--- src/rtl/bcd_scan_counter_pkg.sv ---
// Shared types and active-low 7-segment glyphs for the BCD scan counter.
// Segment order is {a,b,c,d,e,f,g,dp}, with bit 7 = a.
package bcd_scan_counter_pkg;

    typedef logic [3:0] bcd_t;

    localparam logic [7:0] SEG_0     = 8'b00000011;
    localparam logic [7:0] SEG_1     = 8'b10011111;
    localparam logic [7:0] SEG_2     = 8'b00100101;
    localparam logic [7:0] SEG_3     = 8'b00001101;
    localparam logic [7:0] SEG_4     = 8'b10011001;
    localparam logic [7:0] SEG_5     = 8'b01001001;
    localparam logic [7:0] SEG_6     = 8'b11000001;
    localparam logic [7:0] SEG_7     = 8'b00011011;
    localparam logic [7:0] SEG_8     = 8'b00000001;
    localparam logic [7:0] SEG_9     = 8'b00001001;
    localparam logic [7:0] SEG_BLANK = 8'hFF;

    // Out-of-range nibbles become 0 so the counter never holds a non-BCD digit.
    function automatic bcd_t sanitize(input bcd_t d);
        return (d > 4'd9) ? 4'd0 : d;
    endfunction

endpackage

--- src/rtl/bcd_scan_counter_seg7_decode.sv ---
// Combinational BCD to active-low 7-segment decoder; non-BCD input shows blank.
module seg7_decode
    import bcd_scan_counter_pkg::*;
(
    input  bcd_t       i_bcd,
    output logic [7:0] o_seg
);

    always_comb begin
        o_seg = SEG_BLANK;
        case (i_bcd)
            4'd0:    o_seg = SEG_0;
            4'd1:    o_seg = SEG_1;
            4'd2:    o_seg = SEG_2;
            4'd3:    o_seg = SEG_3;
            4'd4:    o_seg = SEG_4;
            4'd5:    o_seg = SEG_5;
            4'd6:    o_seg = SEG_6;
            4'd7:    o_seg = SEG_7;
            4'd8:    o_seg = SEG_8;
            4'd9:    o_seg = SEG_9;
            default: o_seg = SEG_BLANK;
        endcase
    end

endmodule

--- src/rtl/bcd_scan_counter.sv ---
// Multi-digit BCD up/down counter with a tick prescaler and multiplexed 7-segment scan.
// Optional macro LEAD_ZERO_BLANK_EN blanks leading zero digits (digit 0 always shown).
module bcd_scan_counter
    import bcd_scan_counter_pkg::*;
#(
    parameter int DIGITS   = 4,
    parameter int TICK_DIV = 25000000,
    parameter int SCAN_DIV = 50000
) (
    input  logic                  clk,
    input  logic                  reset,
    input  logic                  en,
    input  logic                  up,
    input  logic                  load,
    input  logic [4*DIGITS-1:0]   load_val,
    output logic [4*DIGITS-1:0]   count,
    output logic                  wrap,
    output logic [7:0]            seg,
    output logic [DIGITS-1:0]     an
);

    localparam int PW = $clog2(TICK_DIV);
    localparam int SW = (SCAN_DIV > 1) ? $clog2(SCAN_DIV) : 1;
    localparam int IW = (DIGITS > 1) ? $clog2(DIGITS) : 1;

    logic [PW-1:0]       r_presc;
    logic [4*DIGITS-1:0] r_count;
    logic                r_wrap;
    logic [SW-1:0]       r_scanDiv;
    logic [IW-1:0]       r_scanIdx;
    logic [7:0]          r_seg;
    logic [DIGITS-1:0]   r_an;

    logic                w_tick;
    logic                w_scanAdv;
    logic [4*DIGITS-1:0] w_stepVal;
    logic [4*DIGITS-1:0] w_loadVal;
    logic                w_carry;
    logic [DIGITS-1:0]   w_lzMask;
    bcd_t                w_nibble;
    logic                w_digitBlank;
    logic [7:0]          w_decSeg;

    assign w_tick    = (r_presc == PW'(TICK_DIV - 1));
    assign w_scanAdv = (r_scanDiv == SW'(SCAN_DIV - 1));

    // A load restarts the prescaler so the next step lands a full period later.
    always_ff @(posedge clk or negedge reset) begin
        if (!reset)
            r_presc <= '0;
        else if (load || w_tick)
            r_presc <= '0;
        else
            r_presc <= r_presc + 1'b1;
    end

    // Ripple carry/borrow through the digits; a carry out of the top digit is a wrap.
    always_comb begin
        w_stepVal = r_count;
        w_carry   = 1'b1;
        for (int i = 0; i < DIGITS; i++) begin
            if (w_carry) begin
                if (up) begin
                    if (r_count[4*i +: 4] == 4'd9) begin
                        w_stepVal[4*i +: 4] = 4'd0;
                    end else begin
                        w_stepVal[4*i +: 4] = r_count[4*i +: 4] + 4'd1;
                        w_carry = 1'b0;
                    end
                end else begin
                    if (r_count[4*i +: 4] == 4'd0) begin
                        w_stepVal[4*i +: 4] = 4'd9;
                    end else begin
                        w_stepVal[4*i +: 4] = r_count[4*i +: 4] - 4'd1;
                        w_carry = 1'b0;
                    end
                end
            end
        end
    end

    always_comb begin
        w_loadVal = '0;
        for (int i = 0; i < DIGITS; i++)
            w_loadVal[4*i +: 4] = sanitize(load_val[4*i +: 4]);
    end

    always_ff @(posedge clk or negedge reset) begin
        if (!reset) begin
            r_count <= '0;
            r_wrap  <= 1'b0;
        end else begin
            r_wrap <= 1'b0;
            if (load) begin
                r_count <= w_loadVal;
            end else if (w_tick && en) begin
                r_count <= w_stepVal;
                r_wrap  <= w_carry;
            end
        end
    end

    always_ff @(posedge clk or negedge reset) begin
        if (!reset) begin
            r_scanDiv <= '0;
            r_scanIdx <= '0;
        end else if (w_scanAdv) begin
            r_scanDiv <= '0;
            r_scanIdx <= (r_scanIdx == IW'(DIGITS - 1)) ? '0 : r_scanIdx + 1'b1;
        end else begin
            r_scanDiv <= r_scanDiv + 1'b1;
        end
    end

`ifdef LEAD_ZERO_BLANK_EN
    logic w_zeroRun;

    // Walk down from the top digit; blanking stops at the first non-zero digit.
    always_comb begin
        w_lzMask  = '0;
        w_zeroRun = 1'b1;
        for (int i = DIGITS - 1; i >= 1; i--) begin
            w_zeroRun   = w_zeroRun & (r_count[4*i +: 4] == 4'd0);
            w_lzMask[i] = w_zeroRun;
        end
    end
`else
    assign w_lzMask = '0;
`endif

    always_comb begin
        w_nibble     = '0;
        w_digitBlank = 1'b0;
        for (int i = 0; i < DIGITS; i++) begin
            if (r_scanIdx == IW'(i)) begin
                w_nibble     = r_count[4*i +: 4];
                w_digitBlank = w_lzMask[i];
            end
        end
    end

    seg7_decode u_decode (
        .i_bcd (w_nibble),
        .o_seg (w_decSeg)
    );

    always_ff @(posedge clk or negedge reset) begin
        if (!reset) begin
            r_seg <= SEG_BLANK;
            r_an  <= '1;
        end else begin
            r_seg <= w_digitBlank ? SEG_BLANK : w_decSeg;
            r_an  <= ~(DIGITS'(1) << r_scanIdx);
        end
    end

    assign count = r_count;
    assign wrap  = r_wrap;
    assign seg   = r_seg;
    assign an    = r_an;

endmodule

--- config.mk ---
export PLATFORM = sky130hd
export DESIGN_NAME = bcd_scan_counter
export DESIGN_NICKNAME = d
export VERILOG_FILES = /design/src/rtl/bcd_scan_counter_pkg.sv /design/src/rtl/bcd_scan_counter_seg7_decode.sv /design/src/rtl/bcd_scan_counter.sv
export SDC_FILE = /design/constraint.sdc
export NUM_CORES = 1
export LEC_CHECK = 0
export ABC_AREA = 1
export CAP_MARGIN = 10
export CORE_UTILIZATION = 59
export CTS_BUF_LIST = sky130_fd_sc_hd__clkbuf_4 sky130_fd_sc_hd__clkbuf_8
export DETAILED_ROUTE_END_ITERATION = 12
export HOLD_SLACK_MARGIN = 0.08
export PLACE_DENSITY = 0.81
export SLEW_MARGIN = 10
export SYNTH_ARGS = -nofsm -noshare
export SYNTH_HDL_FRONTEND = slang
export SYNTH_SLANG_ARGS = --single-unit
export TNS_END_PERCENT = 1
--- constraint.sdc ---
create_clock -name clk -period 2.6 [get_ports clk]
set_input_delay 0.78 -clock clk [delete_from_list [all_inputs] [get_ports clk]]
set_output_delay 0.78 -clock clk [all_outputs]
set_load 0.01 [all_outputs]
### Word-level counts from Yosys, hierarchy flattened

Memory sizes are Yosys's and may differ from the RTL's. A register that Yosys moved wholly into a read port is not among the register bits.
Index checks and enable logic that the tools add are counted.

* shift-type cells: 1
* bitwise gates (word level): 1
* multiply operators: 0
* reduce and logical (&&, ||, !) cells: 15
* multiplexer cells: 45
* divide/modulo/power cells: 0
* equal/unequal tests: 9
* add/sub/neg operators: 11
* magnitude comparators: 4

Operators by type and width (count)
* 2-to-1 mux 4 bit: 23
* 2-to-1 mux 16 bit: 3
* adder 25 x 1 -> 25 bit, second input constant: 1
* equality test 25 bit, second input constant: 1
* 2-to-1 mux 25 bit: 1
* 2-to-1 mux 1 bit: 17
* adder 16 x 1 -> 16 bit, second input constant: 1
* adder 4 x 1 -> 4 bit, second input constant: 4
* equality test 16 bit, second input constant: 1
* equality test 4 bit, second input constant: 4
* greater-than comparator 4 bit, second input constant: 4
* zero test 4 bit: 4
* subtractor 4 x 1 -> 4 bit, second input constant: 4
* nonzero test 2 bit: 4
* AND reduction 2 bit: 3
* equality test 2 bit, second input constant: 2
* NOT 4 bit: 1
* << shifter 1 x 2 -> 4 bit, first input constant: 1
* adder 2 x 1 -> 2 bit, second input constant: 1
* equality test 2 x 1 -> 1 bit, second input constant: 1
* zero test 2 bit: 1
* 2-to-1 mux 2 bit: 1
* logical AND 1 bit: 1
* zero test 1 bit: 1
* logical OR 1 bit: 1

* latch bits: 0
* output and inout bits: 29
* memories kept: 1
* register bits: 72
* word-level logic and storage cells: 97
* memory bits (read-only): 112
* bits in writable memories: 0

Memory list
* (no name shown): words 16, width 7, rd ports 1, clocked after Yosys merged registers in 1, write ports 0, RTL line bcd_scan_counter_seg7_decode.sv:11 `case (i_bcd)`

### Logic depth before layout (Yosys ltp)

Gate-level depths: netlist (run 1).

* depth in word-level cells: 8
* depth in mapped cells: 12
* depth with buffers taken out: 12

### Cells and area by module

Synthesis (run 1) repeated with hierarchy kept, for this count alone.

* cell total of the unflattened synthesis: 683
* area total of the unflattened synthesis: 4644.5 um^2

Modules (own cells, without submodules)
* bcd_scan_counter: sequential area each 1816.7 um^2, cells each 650, area each 4465.5 um^2, instances 1
* seg7_decode: sequential area each 0.0 um^2, cells each 33, area each 178.9 um^2, instances 1

### Worst setup path before layout (run 1)

No wires, ideal clock.

* path type: register to register
* start point: reg r_scanIdx[0]
* end point: reg r_seg[7], in the netlist seg[7]
* stages on the path, launching flop included: 10
* path slack: 706 ps
* arrival time: 1813 ps
* period minus slack after synthesis: 1894 ps
* buffers on the path: 0
* required time: 2519 ps
* cell sequence: dfrtp_1 > inv_1 > ha_1 > inv_1 > o211ai_1 > o21ai_0 > ha_1 > or2_2 > nand3_1 > nand2_1

* longest elaborated chain between the ends: 5
* elaborated cells on any way between the ends: 8
* those cells by class: eq/ne: 3; mux: 4; reduce/logical: 1

Ends and longest elaborated chain
* from (decl): RTL line bcd_scan_counter.sv:30 `logic [IW-1:0] r_scanIdx;`
* from (signal assigned): RTL line bcd_scan_counter.sv:109 `r_scanIdx <= (r_scanIdx == IW'(DIGITS - 1)) ? '0 : r_scanIdx + 1'b1;`
* zero test 2 bit: RTL line bcd_scan_counter.sv:135 `if (r_scanIdx == IW'(i)) begin`
* 2-to-1 mux 4 bit (3 in series): RTL line bcd_scan_counter.sv:135
* 2-to-1 mux 4 bit *: RTL line bcd_scan_counter.sv:135
* to (decl): RTL line bcd_scan_counter.sv:31 `logic [7:0] r_seg;`

Mark *: on every way between the ends. The rest lies on a longest branch, timed or not.
A chain may end at the register's enable or synchronous reset.

### Final worst setup path (run 1)

* start point: reg r_count[4], in the netlist count[4]
* end point: out count[4]

RTL lines
* from (decl): RTL line bcd_scan_counter.sv:27 `logic [4*DIGITS-1:0] r_count;`
* from (signal assigned): RTL line bcd_scan_counter.sv:95 `r_count <= w_loadVal;`
* from (signal assigned): RTL line bcd_scan_counter.sv:97 `r_count <= w_stepVal;`
* to (decl): RTL line bcd_scan_counter.sv:16 `output logic [4*DIGITS-1:0] count,`

No word-level cell between the ends.

==> results of run 1 <==
stage by stage:
stage | total power, mW | util [%] | worst slack (ns)
finish | 3.173 | 72.77 | 0.3155
global route | 3.336 | 72.77 | 0.2068
CTS | 3.178 | 72.77 | 0.3278
detailed placement | 2.136 | 69.60 | 0.2663
global placement | 2.112 | 69.60 | 0.2471
floorplan | 1.809 | - | 0.7061
final cells by class:
cell class                      count  area [µm²]  area share [%]
Clock buffer                       12       158.9           2.947
Clock inverter                      4       76.32           1.416
Inverter                           80       300.3           5.570
Multi-Input combinational cell    513        2409           44.67
Sequential cell                    71        1790           33.21
Tap cell                           99       123.9           2.298
Timing Repair Buffer               54       533.0           9.886
sequential cells by signal, indices dropped and copies added, names as in the netlist:
register / cells
wrap: 1
count: 16
r_presc: 25
r_scanDiv: 16
an: 4
r_scanIdx: 2
seg: 7
final timing paths:
check                           cells after the start           end  slack, ns    startpoint
max in group asynchronous                           2        seg[1]       1.81         reset
worst min-delay path                                2   r_presc[15]       0.44         reset
worst max register to register                     11        seg[4]       0.40  r_scanIdx[1]
worst max-delay path                                1      count[4]       0.32      count[4]
worst min register to register                      1  r_scanDiv[0]       0.47  r_scanDiv[0]
min in group clk                                    1  r_scanDiv[0]       0.47  r_scanDiv[0]
power by group through the flow:
stage          logic, mW  clock network [mW]  registers, mW
6_report           0.792                1.04           1.34
2_1_floorplan      0.464                   0           1.34
3_3_place_gp       0.761                   0           1.35
4_1_cts            0.791                1.05           1.34
5_1_grt            0.893                1.09           1.36
3_5_place_dp       0.780                   0           1.36
placed cells by master (no fill, tap or decap), types with 4 or more instances in the layout:
cell                              count
sky130_fd_sc_hd__nand2_1            219
sky130_fd_sc_hd__nor2_1              96
sky130_fd_sc_hd__inv_1               78
sky130_fd_sc_hd__nand3_1             68
sky130_fd_sc_hd__dfrtp_1             60
sky130_fd_sc_hd__clkdlybuf4s50_1     47
sky130_fd_sc_hd__o21ai_0             26
sky130_fd_sc_hd__nor3_1              19
sky130_fd_sc_hd__xor2_1              17
sky130_fd_sc_hd__a21oi_1             16
sky130_fd_sc_hd__nand4_1             16
sky130_fd_sc_hd__dfstp_2             11
sky130_fd_sc_hd__clkbuf_8            11
sky130_fd_sc_hd__ha_1                10
sky130_fd_sc_hd__buf_4                5
sky130_fd_sc_hd__xnor2_1              4
per-layer routing:
layer / share of wire, % / GRT usage [%]
met1: 46 / 38.97
met2: 46 / 45.17
met3: 6.1 / 3.535
met4: 1.8 / 12.63
met5: 0 / 0
kinds of logic after synthesis:
group	count (synthesis)	synth area share [%]
buffers and inverters	95	8.705
other	1	0.08153
and+or+nand+nor	433	40.02
DFF	71	38.93
xor gates and xnor gates	21	3.999
AOI/OAI and AO/OA	48	5.550
adders and majority gates	10	2.720
==> results.md, run 1 <==
| Parameter | This run |
|:---|:---|
| Max-cap check violation count | 0 |
| Total wire length after detailed routing | 11,000 µm |
| Number of global-route vias before repair | 4,115 |
| Net switching fraction of the power | 31.85% |
| Setup CP Type | flip-flop to primary output |
| RePlAce Congestion | 0.9310 |
| Total leakage power | 2.648 nW |
| Quantity of I/O buffers inserted on ports | 48 |
| Number of routed nets with antenna violations | 0 |
| Root Buffer | sky130_fd_sc_hd__clkbuf_8 |
| Most used standard cell by instance count after synthesis | sky130_fd_sc_hd__nand2_1 |
| Placed instance area | 5156 µm² |
| Detailed-route vias per instance | 5.353 |
| Critical Path Sink Type | primary output |
| Final setup vio count | 0 |
| Initial cell density of the core | 62.08% |
| DIE AREA | 8152 µm² |
| Total internal power | 2.162 mW |
| Total Negative Setup Slacks | 0 ns |
| Required time of the critical path | 1.82 ns |
| List of cells traversed by the critical path | clkdlybuf4s50_1 |
| Worst hold-check slack | 0.4421 ns |
| Area Overhead vs Synth | 17.22% |
| Clock latency at the later pin of the worst-skew pair | 0.35 ns |
| Setup clock skew after layout | 0.009550 ns |
| Largest stage delay, worst path | 0.60 ns |
| Share of power burned in the clock network | 32.8% |
| DP HPWL | 7909 µm |
| GRT Residual Overflow | 0 |
| Post-layout min period | 2.285 ns |
| Number of hold-slack violations in the final timing report | 0 |
| Post-synthesis cell type with the largest combined area | sky130_fd_sc_hd__dfrtp_1 |
| Highest ir drop seen on vdd | 384.2 µV |
| Total of fill cells in the finished design | 622 |
| Number of synthesized flops with an enable pin | 0 |
| Number of instances in the synthesized netlist | 679 |
| Final-stage net count | 760 |
| Maximum achievable frequency | 437.7 MHz |
| DIE WIDTH | 90.29 µm |
| Global-route wire length before repair | 18,730 µm |
| Part of the total power dissipated in sequential elements | 42.3% |
| Fraction of layout cells with a size suffix above 1 | 6.676% |
| Clock tree buffer depth | 2 |
| Per-instance average area after synthesis | 6.774 µm² |
| Placed cell count | 817 |
| Ratio of final minimum period to clock period | 87.87% |
| Post-synthesis cell area | 4599 µm² |
| Number of inserted diodes | 0 |
| Arrival time at the worst endpoint | 1.50 ns |
| Dominant cells by area after synthesis | sky130_fd_sc_hd__dfrtp_1 33%, sky130_fd_sc_hd__nand2_1 18%, sky130_fd_sc_hd__nor2_1 7.8%, sky130_fd_sc_hd__nand3_1 7.4%, sky130_fd_sc_hd__inv_1 6.4% |
| Cell family contributing the most delay on the critical path | buffers and inverters |
| Largest fanout on the critical path | 9 |
| Number of antenna violations at the first check in global routing | 0 |
| Most common flop cell mapped by yosys | sky130_fd_sc_hd__dfrtp_1 |
| Routed WL per cell | 13.21 µm |
| RSZ-0062 raised after global routing | no |
| Number of remaining DRC errors | 0 |
| Share of synthesized registers carrying an async set or reset | 100.0% |
| Post-Layout Inst Area | 5391 µm² |
| Number of clock buffers inserted by TritonCTS | 9 |
| Clock tree from TritonCTS | built |
| Placeable core region | 7408 µm² |
| Path type of the worst min-delay path | input port to asynchronous set/reset pin |
| Outcome | finished clean |
| Final number of max-transition violations | 0 |
| Seq/Total Area, Yosys | 38.93% |
| GRT Overall Usage | 28.39% |
| WP buf/inv | 1 |
| Worst Setup Start Kind | flip-flop |
| Hold-fix buffers, CTS | 0 |
| Fraction of synthesized cell area taken by the top area cell type | 32.64% |
| Clock-pin transition on the worst setup and hold timing paths | 0.08 ns |
| Most used standard cells in the synthesized netlist | 219 x sky130_fd_sc_hd__nand2_1, 96 x sky130_fd_sc_hd__nor2_1, 78 x sky130_fd_sc_hd__inv_1, 68 x sky130_fd_sc_hd__nand3_1, 60 x sky130_fd_sc_hd__dfrtp_1 |
| Yosys cell types | 33 |
| Top-Level Pins | 50 |
| Row count | 31 |
| H-tree depth reported by CTS | 3 |
| Number of sinks handled by clock tree synthesis | 71 |
| Maximum number of pins on one net before global-route repair | 72 |
| Number of buffers inserted by post-CTS setup repair | 0 |
| Combinational share of power | 25.0% |
| Number of warnings printed during yosys synthesis | 0 |
| DRC violation total after the first TritonRoute iteration | 303 |
| Crit-path slowest cell | sky130_fd_sc_hd__clkdlybuf4s50_1 |
| Net switching power figure | 1.010 mW |
| Actual slew at the worst max-slew pin | 0.5657 ns |
| Drt pass-1 iters | 5 |
| Vias post-DR | 4,459 |
| Worst relative slew slack | 61.89% |
| Number of cells upsized or downsized after cts | 0 |
| Power density normalized to cell area | 588.5 nW/µm² |
| Net count after synthesis | 710 |
| Vertical extent of the die | 90.29 µm |
| Number of standard cells in the final layout excluding fillers | 833 |
| Flip-flop and latch count after synthesis | 71 |
No activity file was read; power rests on OpenSTA's default activity.
==> run 2, diff against run 1 <==
ABC_CLOCK_PERIOD_IN_PS = 2600   (was not set)
CTS_BUF_LIST = sky130_fd_sc_hd__clkbuf_2 sky130_fd_sc_hd__clkbuf_4 sky130_fd_sc_hd__clkbuf_8   (was sky130_fd_sc_hd__clkbuf_4 sky130_fd_sc_hd__clkbuf_8)
==> results of run 2 <==
Same layout as run 1: the final DEF is identical, and so are final timing and power.
